`config.mk`:
```
export PLATFORM = sky130hd
export DESIGN_NAME = vec_hazard_ctrl
export DESIGN_NICKNAME = d
export VERILOG_FILES = /design/src/rtl/vec_ctrl_pkg.sv /design/src/rtl/vec_hazard_ctrl_scoreboard.sv /design/src/rtl/vec_hazard_ctrl.sv
export SDC_FILE = /design/constraint.sdc
export NUM_CORES = 1
export LEC_CHECK = 0
export CORE_MARGIN = 2
export CORE_UTILIZATION = 51
export CTS_CLUSTER_SIZE = 24
export DETAILED_ROUTE_END_ITERATION = 16
export PLACE_DENSITY = 0.83
export REMOVE_ABC_BUFFERS = 1
export SLEW_MARGIN = 20
export SYNTH_ARGS = -nofsm -noshare
export SYNTH_HDL_FRONTEND = slang
export SYNTH_SLANG_ARGS = --single-unit
```
`constraint.sdc`:
```
create_clock -name clk -period 3.4 [get_ports clk]
set_clock_uncertainty 0.15 [all_clocks]
set_input_delay 0.68 -clock clk [delete_from_list [all_inputs] [get_ports clk]]
set_output_delay 0.68 -clock clk [all_outputs]
set_load 0.05 [all_outputs]
```
`src/rtl/vec_ctrl_pkg.sv`:
```
// vec_ctrl_pkg: shared state, scoreboard slot type and limits for the hazard controller
package vec_ctrl_pkg;
  localparam int SEL_W_MAX = 8;
  localparam int FLUSH_MAX = 3;
  typedef enum logic [1:0] {RUN = 2'd0, STALL = 2'd1, FLUSH = 2'd2} hz_state_t;
  typedef struct packed {
    logic                 v;
    logic [SEL_W_MAX-1:0] dest;
  } sb_slot_t;
endpackage

```
`src/rtl/vec_hazard_ctrl_scoreboard.sv`:
```
// hz_scoreboard: EX/MEM/WB destination tracking with two parallel source-hit comparators
module hz_scoreboard
  import vec_ctrl_pkg::*;
#(
  parameter int SEL_W     = 4,
  parameter bit WB_BYPASS = 1'b0
) (
  input  logic             clk,
  input  logic             rst,
  input  logic             issue,
  input  logic             wr_en,
  input  logic             flush,
  input  logic [SEL_W-1:0] dest,
  input  logic [SEL_W-1:0] rsel1,
  input  logic [SEL_W-1:0] rsel2,
  output logic             hit1,
  output logic             hit2
);
  sb_slot_t slot_ex_q, slot_ex_d, slot_mem_q, slot_mem_d, slot_wb_q, slot_wb_d;
  function automatic logic match(sb_slot_t s, logic [SEL_W-1:0] r);
    return s.v && (s.dest == SEL_W_MAX'(r));
  endfunction
  always_comb begin
    slot_ex_d  = issue ? sb_slot_t'{v: wr_en, dest: SEL_W_MAX'(dest)} : '0;
    slot_mem_d = flush ? '0 : slot_ex_q;
    slot_wb_d  = slot_mem_q;
    // with a write-before-read register file the WB producer is already visible
    hit1 = match(slot_ex_q, rsel1) || match(slot_mem_q, rsel1) ||
           (WB_BYPASS == 1'b0 && match(slot_wb_q, rsel1));
    hit2 = match(slot_ex_q, rsel2) || match(slot_mem_q, rsel2) ||
           (WB_BYPASS == 1'b0 && match(slot_wb_q, rsel2));
  end
  always_ff @(posedge clk or posedge rst)
    if (rst) begin
      slot_ex_q  <= '0;
      slot_mem_q <= '0;
      slot_wb_q  <= '0;
    end else begin
      slot_ex_q  <= slot_ex_d;
      slot_mem_q <= slot_mem_d;
      slot_wb_q  <= slot_wb_d;
    end
endmodule

```
`src/rtl/vec_hazard_ctrl.sv`:
```
// vec_hazard_ctrl: RAW stall and branch flush control for the 5-stage vector pipe
module vec_hazard_ctrl
  import vec_ctrl_pkg::*;
#(
  parameter int SEL_W        = 4,
  parameter bit WB_BYPASS    = 1'b0,
  parameter int FLUSH_CYCLES = 1,
  parameter int CNT_W        = 16
) (
  input  logic             clk,
  input  logic             rst,
  input  logic             dec_valid,
  input  logic [SEL_W-1:0] dec_rsel1,
  input  logic [SEL_W-1:0] dec_rsel2,
  input  logic             dec_use1,
  input  logic             dec_use2,
  input  logic             dec_wr_en,
  input  logic [SEL_W-1:0] dec_dest,
  input  logic             br_taken,
  output logic             stall_f,
  output logic             stall_d,
  output logic             bubble_dx,
  output logic             flush_fd,
  output logic             flush_xm,
  output logic [1:0]       state,
  output logic [CNT_W-1:0] stall_cnt,
  output logic [CNT_W-1:0] flush_cnt
);
  hz_state_t        state_q, state_d;
  logic [1:0]       rem_q, rem_d;
  logic [CNT_W-1:0] stall_cnt_q, stall_cnt_d, flush_cnt_q, flush_cnt_d;
  logic             hit1, hit2, hazard, issue, in_flush;
  hz_scoreboard #(.SEL_W(SEL_W), .WB_BYPASS(WB_BYPASS)) u_sb (
    .clk(clk), .rst(rst), .issue(issue), .wr_en(dec_wr_en), .flush(br_taken),
    .dest(dec_dest), .rsel1(dec_rsel1), .rsel2(dec_rsel2), .hit1(hit1), .hit2(hit2)
  );
  always_comb begin
    in_flush    = state_q == FLUSH;
    hazard      = dec_valid && !in_flush && ((dec_use1 && hit1) || (dec_use2 && hit2));
    issue       = dec_valid && !hazard && !br_taken && !in_flush;
    // outputs are forced quiet while reset is held, even if br_taken is driven
    flush_fd    = !rst && br_taken;
    flush_xm    = !rst && br_taken;
    bubble_dx   = !rst && (br_taken || in_flush || hazard);
    stall_d     = !rst && !br_taken && hazard;
    stall_f     = stall_d;
    state_d     = br_taken ? FLUSH : in_flush ? (rem_q == 2'd1 ? RUN : FLUSH) : hazard ? STALL : RUN;
    rem_d       = br_taken ? 2'(FLUSH_CYCLES) : in_flush ? rem_q - 2'd1 : rem_q;
    stall_cnt_d = (stall_d && !(&stall_cnt_q)) ? stall_cnt_q + 1'b1 : stall_cnt_q;
    flush_cnt_d = (br_taken && !(&flush_cnt_q)) ? flush_cnt_q + 1'b1 : flush_cnt_q;
  end
  always_ff @(posedge clk or posedge rst)
    if (rst) begin
      state_q     <= RUN;
      rem_q       <= '0;
      stall_cnt_q <= '0;
      flush_cnt_q <= '0;
    end else begin
      state_q     <= state_d;
      rem_q       <= rem_d;
      stall_cnt_q <= stall_cnt_d;
      flush_cnt_q <= flush_cnt_d;
    end
  assign state     = state_q;
  assign stall_cnt = stall_cnt_q;
  assign flush_cnt = flush_cnt_q;
endmodule

```
After elaboration in Yosys (flattened, before gate mapping)

Cells that the tools add are included.

Latch bits: 0
Logic and storage cells: 64
Bits in read-only memories: 0
RAM bits: 0
Register bits: 63
Output and inout port bits: 39
Memories: 0

Shifts and indexed selects: 0
Reduce and logical (&&, ||, !) cells: 35
Eq/ne operators: 8
Order comparisons: 0
Add/sub/neg operators: 3
Div/mod/pow operators: 0
Multiplexer cells: 8
Bitwise operators: 0
Multipliers: 0

Operators with widths:

| kind                  | count |
|---|---|
| $eq 8x4->1            | 6 |
| $add 16x1->16 const B | 2 |
| $reduce_and 16->1     | 2 |
| $logic_and 1x1->1     | 19 |
| $mux 9                | 2 |
| $mux 2                | 5 |
| $logic_or 1x1->1      | 7 |
| $logic_not 1->1       | 6 |
| $eq 2x1->1 const B    | 1 |
| $eq 2x2->1 const B    | 1 |
| $reduce_bool 2->1     | 1 |
| $sub 2x1->2 const B   | 1 |
| $mux 1                | 1 |

Depth between registers and ports, before layout

Gate-level depths: netlist of the first run.

Depth in word-level cells: 12
Mapped depth: 8

By module

A second synthesis of the first run with hierarchy kept.

Cell total of the unflattened synthesis: 238
Area, all modules: 2583.7 µm²

By module, submodules not included:

| module          | cells an instance | times used | area each (µm²) |
|---|---|---|---|
| vec_hazard_ctrl | 174               | 1          | 1861.8 |
| hz_scoreboard   | 64                | 1          | 721.9 |

Worst setup path after synthesis of the first run

No wires, ideal clock.

Kind: input port to output port
From: input rst
To: output stall_f
Stages: 4
Data arrival time: 3.133 ns
Setup slack: -0.563 ns
Buffers on the path: 1
Cell sequence: inv_1 -> nand3_4 -> nor2_1 -> buf_4

Word-level cells in the longest chain between the ends: 3

RTL lines:

| element                         | RTL line              | RTL |
|---|---|---|
| start, declared                 | vec_hazard_ctrl.sv:11 | `input logic rst,` |
| $logic_not 1->1 (no line)       | n/a                   |  |
| $logic_and 1x1->1 (2 in series) | vec_hazard_ctrl.sv:45 | `stall_d = !rst && !br_taken && hazard;` |
| end, declared                   | vec_hazard_ctrl.sv:20 | `output logic stall_f,` |

No other way between the ends.

Worst setup path in the final report of the first run

From: input dec_rsel1[0]
To: output bubble_dx

Word-level cells in the longest chain between the ends: 9
Elaborated cells on any way between the ends: 13
Those cells by class: 3 x eq/ne; 10 x reduce/logical

RTL lines:

| element               | RTL line                         | RTL |
|---|---|---|
| start, declared       | vec_hazard_ctrl.sv:13            | `input logic [SEL_W-1:0] dec_rsel1,` |
| $eq 8x4->1            | vec_hazard_ctrl_scoreboard.sv:21 | `return s.v && (s.dest == SEL_W_MAX'(r));` |
| $logic_and 1x1->1     | vec_hazard_ctrl_scoreboard.sv:21 |  |
| $logic_or 1x1->1      | vec_hazard_ctrl_scoreboard.sv:28 | `hit1 = match(slot_ex_q, rsel1) \|\| match(slot_mem_q, rsel1) \|\|` |
| $logic_or 1x1->1 (*)  | vec_hazard_ctrl_scoreboard.sv:28 |  |
| $logic_and 1x1->1 (*) | vec_hazard_ctrl.sv:39            | `hazard = dec_valid && !in_flush && ((dec_use1 && hit1) \|\| (dec_use2 && hit2));` |
| $logic_or 1x1->1 (*)  | vec_hazard_ctrl.sv:39            |  |
| $logic_and 1x1->1 (*) | vec_hazard_ctrl.sv:39            |  |
| $logic_or 1x1->1 (*)  | vec_hazard_ctrl.sv:44            | `bubble_dx = !rst && (br_taken \|\| in_flush \|\| hazard);` |
| $logic_and 1x1->1 (*) | vec_hazard_ctrl.sv:44            |  |
| end, declared         | vec_hazard_ctrl.sv:22            | `output logic bubble_dx,` |

Mark *: on every way between the ends. The rest lies on a longest branch, timed or not.

==> results of run 1 <==
-- per-stage QoR --
step | utilization [%] | worst slack [ps]
after global placement | 66.4 | 134
final | 68.3 | 131
after floorplan | - | -804
after detailed placement | 66.4 | 108
after CTS | 68.3 | 94.2
after global routing | 68.3 | 7.44
-- per-layer routing --
| metal | global-route usage (%) | up-vias | wire, um |
|---|---|---|---|
| li1 | - | 926 | - |
| met1 | 25.2 | 929 | 2390 |
| met2 | 33.5 | 42 | 2740 |
| met3 | 3.44 | 9 | 172 |
| met4 | 7.82 | 0 | 99 |
| met5 | 0 | - | 0 |
-- kinds of logic (layout without fill, tap and decap cells) --
family / after synthesis / count (layout)
adder cells (fa/ha/maj): 3 / 3
AO/OA/AOI/OAI: 23 / 23
multiplexers: 3 / 3
XOR/XNOR: 53 / 53
flip-flops: 51 / 51
buffers and inverters: 11 / 75
AND/OR/NAND/NOR: 87 / 87
-- repair_timing --
item                       4_1_cts  5_1_grt
setup buffers                    0        0
resized for setup                0        1
hold buffers                     0        0
setup endpoints to repair        0        1
-- synth_stat cells (all sizes together) (3+ instances only) --
cell     instances
nand4           10
xor2            23
nand3           11
buf              5
nand2           12
o2111ai          4
nor2b            7
xnor2           30
and3            13
o21ai            6
and2             7
nor3             9
ha               3
inv              5
o211ai           8
nor4             3
nor2            12
dfrtp           51
-- worst reg2reg max path, cell delays in order (launching register included) --
cell,delay [ps]
dfrtp_1,420
ha_1,230
and2_1,230
nand3_2,130
nor2_4,50
a31oi_4,390
o21ai_2,150
mux2_4,310
-- layout make-up --
type | instances | area [um2]
sequential | 51 | 1280
tap | 70 | 87.6
clock inverter | 3 | 25.0
timing repair buffer | 62 | 658
clock buffer | 5 | 68.8
fill | 399 | 1610
inverter | 5 | 18.8
multi-input combinational | 169 | 1330
-- registers in the layout, indices dropped and copies added, names as in the netlist --
signal,flops
flush_cnt,16
rem_q,2
stall_cnt,16
state,2
u_sb.slot_ex_q,5
u_sb.slot_mem_q,5
u_sb.slot_wb_q,5
-- power by group --
group	leakage (nW)	switching [W]	total, W	internal (W)
sequential	0.688	0.0000580	0.000713	0.000655
clock	0.0443	0.000204	0.000352	0.000147
combinational	0.866	0.000251	0.000410	0.000159
total	1.60	0.000513	0.00148	0.000962
-- how the worst min path moves through the flow --
stage | slack, ps | endpoint | start | cells past startpoint
final | 280 | u_sb.slot_wb_q[8] | u_sb.slot_mem_q[8] | 0
after global routing | 300 | u_sb.slot_wb_q[8] | u_sb.slot_mem_q[8] | 0
after CTS | 280 | u_sb.slot_wb_q[8] | u_sb.slot_mem_q[8] | 0
after detailed placement | 260 | u_sb.slot_wb_q[8] | u_sb.slot_mem_q[8] | 0
after global placement | 240 | u_sb.slot_wb_q[8] | u_sb.slot_mem_q[8] | 0
after floorplan | 220 | u_sb.slot_wb_q[8] | u_sb.slot_mem_q[8] | 0
==> impl_metrics.csv, run 1 <==
group,metric,value,unit
critical_path,arrival_time_at_the_worst_endpoint,2440,ps
sta,timing.final.max_slew_violations,0,
sta,post-route-min-period,3270,ps
worst_hold_path,worst_hold_path_type,"flop to flop",
yosys,synth_largest_type_area_fraction,47.7,%
pwr,p_leak,1.60,nW
yosys,synth_compound_area_share,8.61,%
sta,fmax,0.306,GHz
clocking,ctsRootBufferMaster,"clkbuf_8",
routing,ant_nets,0,
grt,grt_start_max_net_pins,52,
sta,setup-violations-final,0,
layout,antenna_cells_inserted,0,
die,die-area,5840,um2
placed_design,dpl_cell_area,3370,um2
layout,layout_cell_share_with_drive_strength_beyond_1,15.6,%
layout,most_frequent_standard_cell_in_the_layout_excluding_fill_and_tap_cells,"clkdlybuf4s50_1",
placed_design,io_buffer_count,57,
yosys,synthXorXnorAreaFrac,17.4,%
critical_path,crit-reg2reg-launch,"stall_cnt[0]",
yosys,seq_area_frac_synth,47.7,%
grt,globalRouteTotalUtil,19.8,%
yosys,gate_count_of_the_mapped_netlist,231,
routing,dr.first_iter.drc_count,87,
yosys,synth.lib_cells_used.distinct,41,
layout,final_cell_count_no_fill,365,
critical_path,worst_path_largest_cell_delay,490,ps
layout,layout.cell_area.non_filler,3470,um2
critical_path,start_kind,"input pin",
status,run_status,"completed",
grt,grt_pass1_wl,9230,um
clocking,cts_max_path_buffers,2,
die,die-width,76.4,um
routing,detail_route.first_pass.iterations,4,
sta,worst_slew_margin_rel,58.2,%
clocking,clock_latency,310,ps
routing,detail_route.wl_per_cell,14.8,um
die,io_pins,58,
critical_path,timing_worst_setup_path_type,"input pin to primary output",
yosys,netlist.top_cell.by_area,"dfrtp_1",
grt,grt_antenna_before_repair,0,
yosys,syn_area,2670,um2
placed_design,placed_cells_incl_taps,357,
layout,nNetsFinal,316,
critical_path,path_depth,8,
critical_path,r2r-end,"stall_cnt[1]",
sta,grt_setup_unrepaired,"false",
grt,number_of_global_route_vias_before_repair,1950,
yosys,dominantRegCellSynth,"dfrtp_1",
pwr,p_total,0.00148,W
yosys,async_flop_share,100,%
job,timing.max_cap.violations,0,
layout,synthToLayoutAreaGrowth,29.7,%
critical_path,r2r_slack,1240,ps
die,number_of_rows_created_at_floorplan,26,
die,effective_utilization_at_floorplan,52.7,%
routing,vias,1906,
critical_path,critical_path.cell_chain,"clkdlybuf4s50_1, xor2_1, nor3_1, nand4_1, nand4_4, o21ai_0, a21oi_2, buf_12",
routing,drc_errors,0,
sta,finalCritPeriodShare,96.1,%
die,core_region_area,5070,um2
critical_path,r2r.worst_path.cells,7,
layout,commonest_cells_after_routing_fill_and_taps_aside,"52 x clkdlybuf4s50_1, 51 x dfrtp_1, 30 x xnor2_1",
yosys,yosys_warning_total,0,
yosys,synth_simple_gate_area_share,21.0,%
critical_path,path_delay_family,"buffers and inverters",
routing,vias_per_cell,5.22,
yosys,synth_top_family_by_area,"simple AND/OR/NAND/NOR gates",
clocking,tritoncts.num_buffers,5,
sta,totalNegativeSetupSlack,0,ps
yosys,syn_area_per_cell,11.6,um2
placed_design,gpl.final_weighted_congestion,0.802,
yosys,synthAdderAreaFrac,1.40,%
clocking,cts.clk_slew.worst_paths,100,ps
yosys,synth-seq-cells,51,
yosys,post_synth_mux_area_share,1.36,%
critical_path,setup.worst_path.end_class,"primary output",
pwr,power-per-cell-area,425,nW/um2
critical_path,timing.critical_path.to,"bubble_dx",
clocking,tritoncts,"yes",
grt,gr-total-overflow,0,
critical_path,critPathSlowestCell,"clkdlybuf4s50_1",
pwr,power.ir.vdd_worst,0.458,mV
clocking,cts.sinks,51,
critical_path,required_time_of_the_critical_path,2570,ps
sta,number_of_hold_violations_in_the_final_report,0,
clocking,ctsHtreeMaxLevel,2,
die,die_h,76.4,um
sta,final.hold.worst_slack,281,ps
critical_path,critical_path.startpoint,"dec_rsel1[0]",
yosys,number_of_flops_mapped_to_enable_cells_by_yosys,0,
critical_path,critical_path.n_buffers_inverters,2,
routing,route.final.wire_length,5400,um
placed_design,post-dp-hpwl,3980,um
critical_path,worstPathMaxFanout,4,
yosys,netlist_top_cells_area,"dfrtp_1 48%, xnor2_1 9.8%, xor2_1 7.5%",
sta,worst-slew-pin-transition,627,ps
No activity file was read; power rests on OpenSTA's default activity.
==> inputs of run 2 (changes only) <==
Settings changed: CORE_UTILIZATION 51 to 55, PLACE_DENSITY 0.83 to 0.89, REMOVE_ABC_BUFFERS 1 to unset, SETUP_SLACK_MARGIN set to 0.1.
Clock period 3.4 ns to 3.9 ns, I/O delays scaled along.
==> impl_metrics.csv, run 2 (synthesis gave the netlist of run 1 again) <==
group,metric,value,unit
critical_path,critical_path.n_buffers_inverters,2,
clocking,hold_buffers_post_cts,0,
clocking,cts.repair_timing.setup_buffer_count,0,
routing,vias_per_cell,5.52,
sta,post-route-min-period,3430,ps
sta,grt_setup_unrepaired,"false",
critical_path,timing.critical_path.to,"bubble_dx",
critical_path,setup.worst_path.end_class,"primary output",
die,core_region_area,4690,um2
critical_path,critPathSlowestCell,"clkdlybuf4s50_1",
critical_path,r2r_slack,1710,ps
layout,commonest_cells_after_routing_fill_and_taps_aside,"54 x clkdlybuf4s50_1, 51 x dfrtp_1, 30 x xnor2_1",
die,die_h,73.7,um
clocking,cts.sinks,51,
layout,antenna_cells_inserted,0,
placed_design,io_buffer_count,57,
grt,gr-total-overflow,0,
clocking,cts_max_path_buffers,2,
critical_path,path_delay_family,"buffers and inverters",
routing,drc_errors,0,
routing,detail_route.wl_per_cell,14.8,um
grt,grt_antenna_before_repair,0,
pwr,p_leak,1.59,nW
sta,worst_slew_margin_rel,58.8,%
clocking,post_cts_resized,0,
sta,totalNegativeSetupSlack,0,ps
critical_path,arrival_time_at_the_worst_endpoint,2500,ps
sta,worst-slew-pin-transition,618,ps
placed_design,dpl_cell_area,3300,um2
pwr,power-per-cell-area,396,nW/um2
placed_design,post-dp-hpwl,3730,um
grt,globalRouteTotalUtil,20.4,%
sta,setup-violations-final,0,
critical_path,required_time_of_the_critical_path,2970,ps
sta,number_of_hold_violations_in_the_final_report,0,
clocking,clock_latency,300,ps
placed_design,post-place-ws,488,ps
job,timing.max_cap.violations,0,
clocking,ctsHtreeMaxLevel,2,
pwr,power.ir.vdd_worst,0.422,mV
clocking,ctsRootBufferMaster,"clkbuf_8",
layout,synthToLayoutAreaGrowth,27.9,%
placed_design,gpl.final_weighted_congestion,0.888,
critical_path,critical_path.startpoint,"dec_rsel1[0]",
critical_path,worstPathMaxFanout,3,
die,die-width,73.7,um
die,effective_utilization_at_floorplan,57.0,%
critical_path,r2r.worst_path.cells,7,
die,io_pins,58,
worst_hold_path,worst_hold_path_type,"flop to flop",
critical_path,timing_worst_setup_path_type,"input pin to primary output",
die,die-area,5440,um2
critical_path,path_depth,8,
clocking,cts.clk_slew.worst_paths,90,ps
clocking,tritoncts.num_buffers,5,
routing,ant_nets,0,
sta,fmax,0.292,GHz
routing,vias,1921,
layout,layout.cell_area.non_filler,3420,um2
die,number_of_rows_created_at_floorplan,25,
clocking,tritoncts,"yes",
critical_path,start_kind,"input pin",
status,run_status,"completed",
yosys,synth_nets,253,
layout,layout.core_utilization,72.9,%
grt,number_of_global_route_vias_before_repair,1866,
routing,dr.first_iter.drc_count,94,
critical_path,crit-reg2reg-launch,"stall_cnt[0]",
routing,detail_route.first_pass.iterations,4,
sta,finalCritPeriodShare,87.8,%
sta,postLayoutSetupSlackWorst,475,ps
layout,layout_cell_share_with_drive_strength_beyond_1,14.3,%
grt,grt_pass1_wl,8470,um
critical_path,r2r-end,"stall_cnt[1]",
grt,grt_start_max_net_pins,52,
layout,most_frequent_standard_cell_in_the_layout_excluding_fill_and_tap_cells,"clkdlybuf4s50_1",
layout,nNetsFinal,315,
critical_path,critical_path.cell_chain,"clkdlybuf4s50_1, xor2_1, nor3_1, nand4_1, nand4_4, o21ai_0, a21oi_1, buf_12",
critical_path,worst_path_largest_cell_delay,490,ps
sta,timing.final.max_slew_violations,0,
routing,route.final.wire_length,5170,um
[run 2: changes by cell type in the layout (fill, tap and decap cells not counted)]
cell / change
inv_2: -1
a21oi_2: -1
clkdlybuf4s50_1: +2
buf_4: +1
clkbuf_8: +1
a21oi_1: +1
buf_12: -4
clkinv_2: +1
clkinv_4: -2
bufinv_16: +1
[run 2: layer usage]
layer	share of wire, %	up-vias	global-route usage, %
met1	45	941	26.4
met3	4.7	10	4.39
li1	-	923	-
met4	2.2	0	8.89
met2	48	47	33.0
met5	0	-	0
[run 2: final cells by class]
| class | instances | area (um2) |
|---|---|---|
| clock buffers | 6 | 82.6 |
| repair buffers | 61 | 606 |
| multi-input cells | 169 | 1330 |
| flip-flops and latches | 51 | 1280 |
| fillers | 354 | 1270 |
| well taps | 54 | 67.6 |
| inverters | 5 | 22.5 |
| clock inverters | 2 | 35.0 |
[run 2: power by group]
group,switching (W),internal (W)
clock,0.000171,0.000208
sequential,0.0000521,0.000571
combinational,0.000217,0.000137
[run 2: worst min-delay path by stage]
stage | start | end | slack, ps | depth (start not counted)
floorplan | u_sb.slot_mem_q[8] | u_sb.slot_wb_q[8] | 220 | 0
detailed placement | u_sb.slot_mem_q[8] | u_sb.slot_wb_q[8] | 260 | 0
CTS | u_sb.slot_mem_q[8] | u_sb.slot_wb_q[8] | 280 | 0
global placement | u_sb.slot_mem_q[8] | u_sb.slot_wb_q[8] | 240 | 0
finish | u_sb.slot_mem_q[8] | u_sb.slot_wb_q[8] | 290 | 0
global route | u_sb.slot_mem_q[8] | u_sb.slot_wb_q[8] | 290 | 0
[run 2: through the flow]
step | hold WS [ps] | instances | power [W]
3_5_place_dp | 256 | 340 | 0.000986
6_report | 293 | 348 | 0.00136
5_1_grt | 293 | 348 | 0.00141
4_1_cts | 281 | 348 | 0.00137
3_3_place_gp | 238 | 340 | 0.000979
2_1_floorplan | 223 | 231 | 0.000857
==> inputs of run 3 (changes only) <==
Settings changed: CORE_UTILIZATION 55 to 46, CTS_CLUSTER_DIAMETER set to 40, GPL_ROUTABILITY_DRIVEN set to 0, PLACE_DENSITY 0.89 to 0.79.
Clock period 3.9 ns to 2.9 ns, I/O delays scaled along.
==> impl_metrics.csv, run 3 (synthesis gave the netlist of run 1 again) <==
group,metric,value,unit
grt,grt_pass1_wl,8960,um
routing,vias_per_cell,5.12,
sta,final.hold.worst_slack,258,ps
pwr,power-per-cell-area,492,nW/um2
critical_path,path_delay_family,"simple AND/OR/NAND/NOR gates",
layout,layout.cell_area.non_filler,3500,um2
sta,grt_setup_unrepaired,"false",
job,timing.max_cap.violations,0,
sta,postLayoutSetupSlackWorst,202,ps
layout,commonest_cells_after_routing_fill_and_taps_aside,"51 x dfrtp_1, 44 x clkdlybuf4s50_1, 30 x xnor2_1",
critical_path,required_time_of_the_critical_path,2170,ps
critical_path,start_kind,"input pin",
layout,layout_cell_share_with_drive_strength_beyond_1,19.3,%
clocking,ctsHtreeMaxLevel,2,
layout,most_frequent_standard_cell_in_the_layout_excluding_fill_and_tap_cells,"dfrtp_1",
grt,globalRouteTotalUtil,17.8,%
layout,layout.filler_cells,471,
layout,nNetsFinal,322,
clocking,ctsRootBufferMaster,"clkbuf_8",
grt,number_of_global_route_vias_before_repair,1971,
sta,worst-slew-pin-transition,641,ps
sta,number_of_hold_violations_in_the_final_report,0,
sta,fmax,0.371,GHz
placed_design,dpl_cell_area,3400,um2
sta,setup-violations-final,0,
sta,finalCritPeriodShare,93.0,%
clocking,tritoncts.num_buffers,5,
routing,detail_route.first_pass.iterations,4,
worst_hold_path,worst_hold_path_stage_count,0,
critical_path,arrival_time_at_the_worst_endpoint,1970,ps
clocking,cts_max_path_buffers,2,
layout,multiInputGateArea,1360,um2
routing,route.final.wire_length,5330,um
layout,synthToLayoutAreaGrowth,30.9,%
clocking,clock_latency,300,ps
layout,seqCellArea,1280,um2
die,io_pins,58,
die,number_of_rows_created_at_floorplan,27,
critical_path,r2r.worst_path.cells,8,
critical_path,worst_path_largest_cell_delay,260,ps
status,run_status,"completed",
sta,post-route-min-period,2700,ps
die,die_h,80.2,um
critical_path,critical_path.n_buffers_inverters,2,
critical_path,critical_path.cell_chain,"dlygate4sd2_1, xor2_1, nor3_2, nand4_1, nand4_4, o21ai_2, a21oi_2, buf_12",
die,effective_utilization_at_floorplan,48.0,%
worst_hold_path,worst_hold_path_type,"flop to flop",
placed_design,io_buffer_count,57,
clocking,cts.sinks,51,
critical_path,critPathSlowestCell,"dlygate4sd2_1",
die,core_region_area,5570,um2
critical_path,timing_worst_setup_path_type,"input pin to primary output",
die,die-width,80.2,um
critical_path,path_depth,8,
sta,timing.final.max_slew_violations,0,
grt,grt_antenna_before_repair,0,
routing,dr.first_iter.drc_count,69,
routing,drc_errors,0,
clocking,tritoncts,"yes",
routing,vias,1910,
pwr,power.ir.vdd_worst,0.627,mV
critical_path,setup.worst_path.end_class,"primary output",
clocking,cts.clk_slew.worst_paths,90,ps
placed_design,post-place-ws,-148,ps
grt,grt_start_max_net_pins,52,
pwr,p_leak,1.63,nW
sta,worst_slew_margin_rel,57.3,%
critical_path,worstPathMaxFanout,3,
grt,gr-total-overflow,0,
yosys,synth_nets,253,
layout,antenna_cells_inserted,0,
die,die-area,6440,um2
routing,ant_nets,0,
routing,detail_route.wl_per_cell,14.3,um
placed_design,post-dp-hpwl,3900,um
-- run 3: worst paths after layout --
kind | endpoint | slack (ps) | startpoint
max in group asynchronous | stall_cnt[13] | 1320 | rst
worst min-delay path | u_sb.slot_wb_q[8] | 260 | u_sb.slot_mem_q[8]
min in group asynchronous | stall_cnt[7] | 840 | rst
worst min register to register | u_sb.slot_wb_q[8] | 260 | u_sb.slot_mem_q[8]
worst max register to register | stall_cnt[4] | 760 | stall_cnt[0]
worst max-delay path | bubble_dx | 200 | dec_rsel1[0]
-- run 3: repair_timing --
action                     4_1_cts  5_1_grt
setup endpoints to repair        3        1
buffers inserted                 1        0
pin swaps                        8        8
hold buffers                     0        0
gates resized for setup          9        9
cloned                           0        0
-- run 3: metrics by stage --
stage	utilization (%)	cells	TNS, ps	power (W)
6_report	62.8	373	0	0.00172
3_3_place_gp	60.9	364	-92.2	0.00133
4_1_cts	62.4	373	0	0.00174
5_1_grt	62.8	373	0	0.00181
3_5_place_dp	60.9	364	-252	0.00134
2_1_floorplan	-	231	-27.6	0.00115
-- run 3: cell type report --
type	count	area share, %
clock inverters	2	0.357
clock buffers	6	2.07
well taps	72	2.57
multi-input cells	169	38.8
repair buffers	68	19.0
flip-flops and latches	51	36.5
inverters	5	0.643
-- run 3: worst register-to-register path, delay by kind of cell, from the launching register on --
kind | cells | cell delay, ps
xor gates and xnor gates | 1 | 160
AOI/OAI and AO/OA | 2 | 440
buffers and inverters | 1 | 210
DFF | 1 | 430
adders and majority gates | 1 | 240
and+or+nand+nor | 3 | 410
-- run 3: report_power, final --
group	internal [W]	leakage [nW]	switching (W)
sequential	0.000768	0.688	0.0000671
clock	0.000169	0.0412	0.000231
combinational	0.000188	0.899	0.000297
-- run 3: per-layer routing --
layer	wire length [um]	track usage (%)
met5	0	0
met2	2520	29.0
met1	2540	23.2
met4	86	6.10
met3	187	4.49
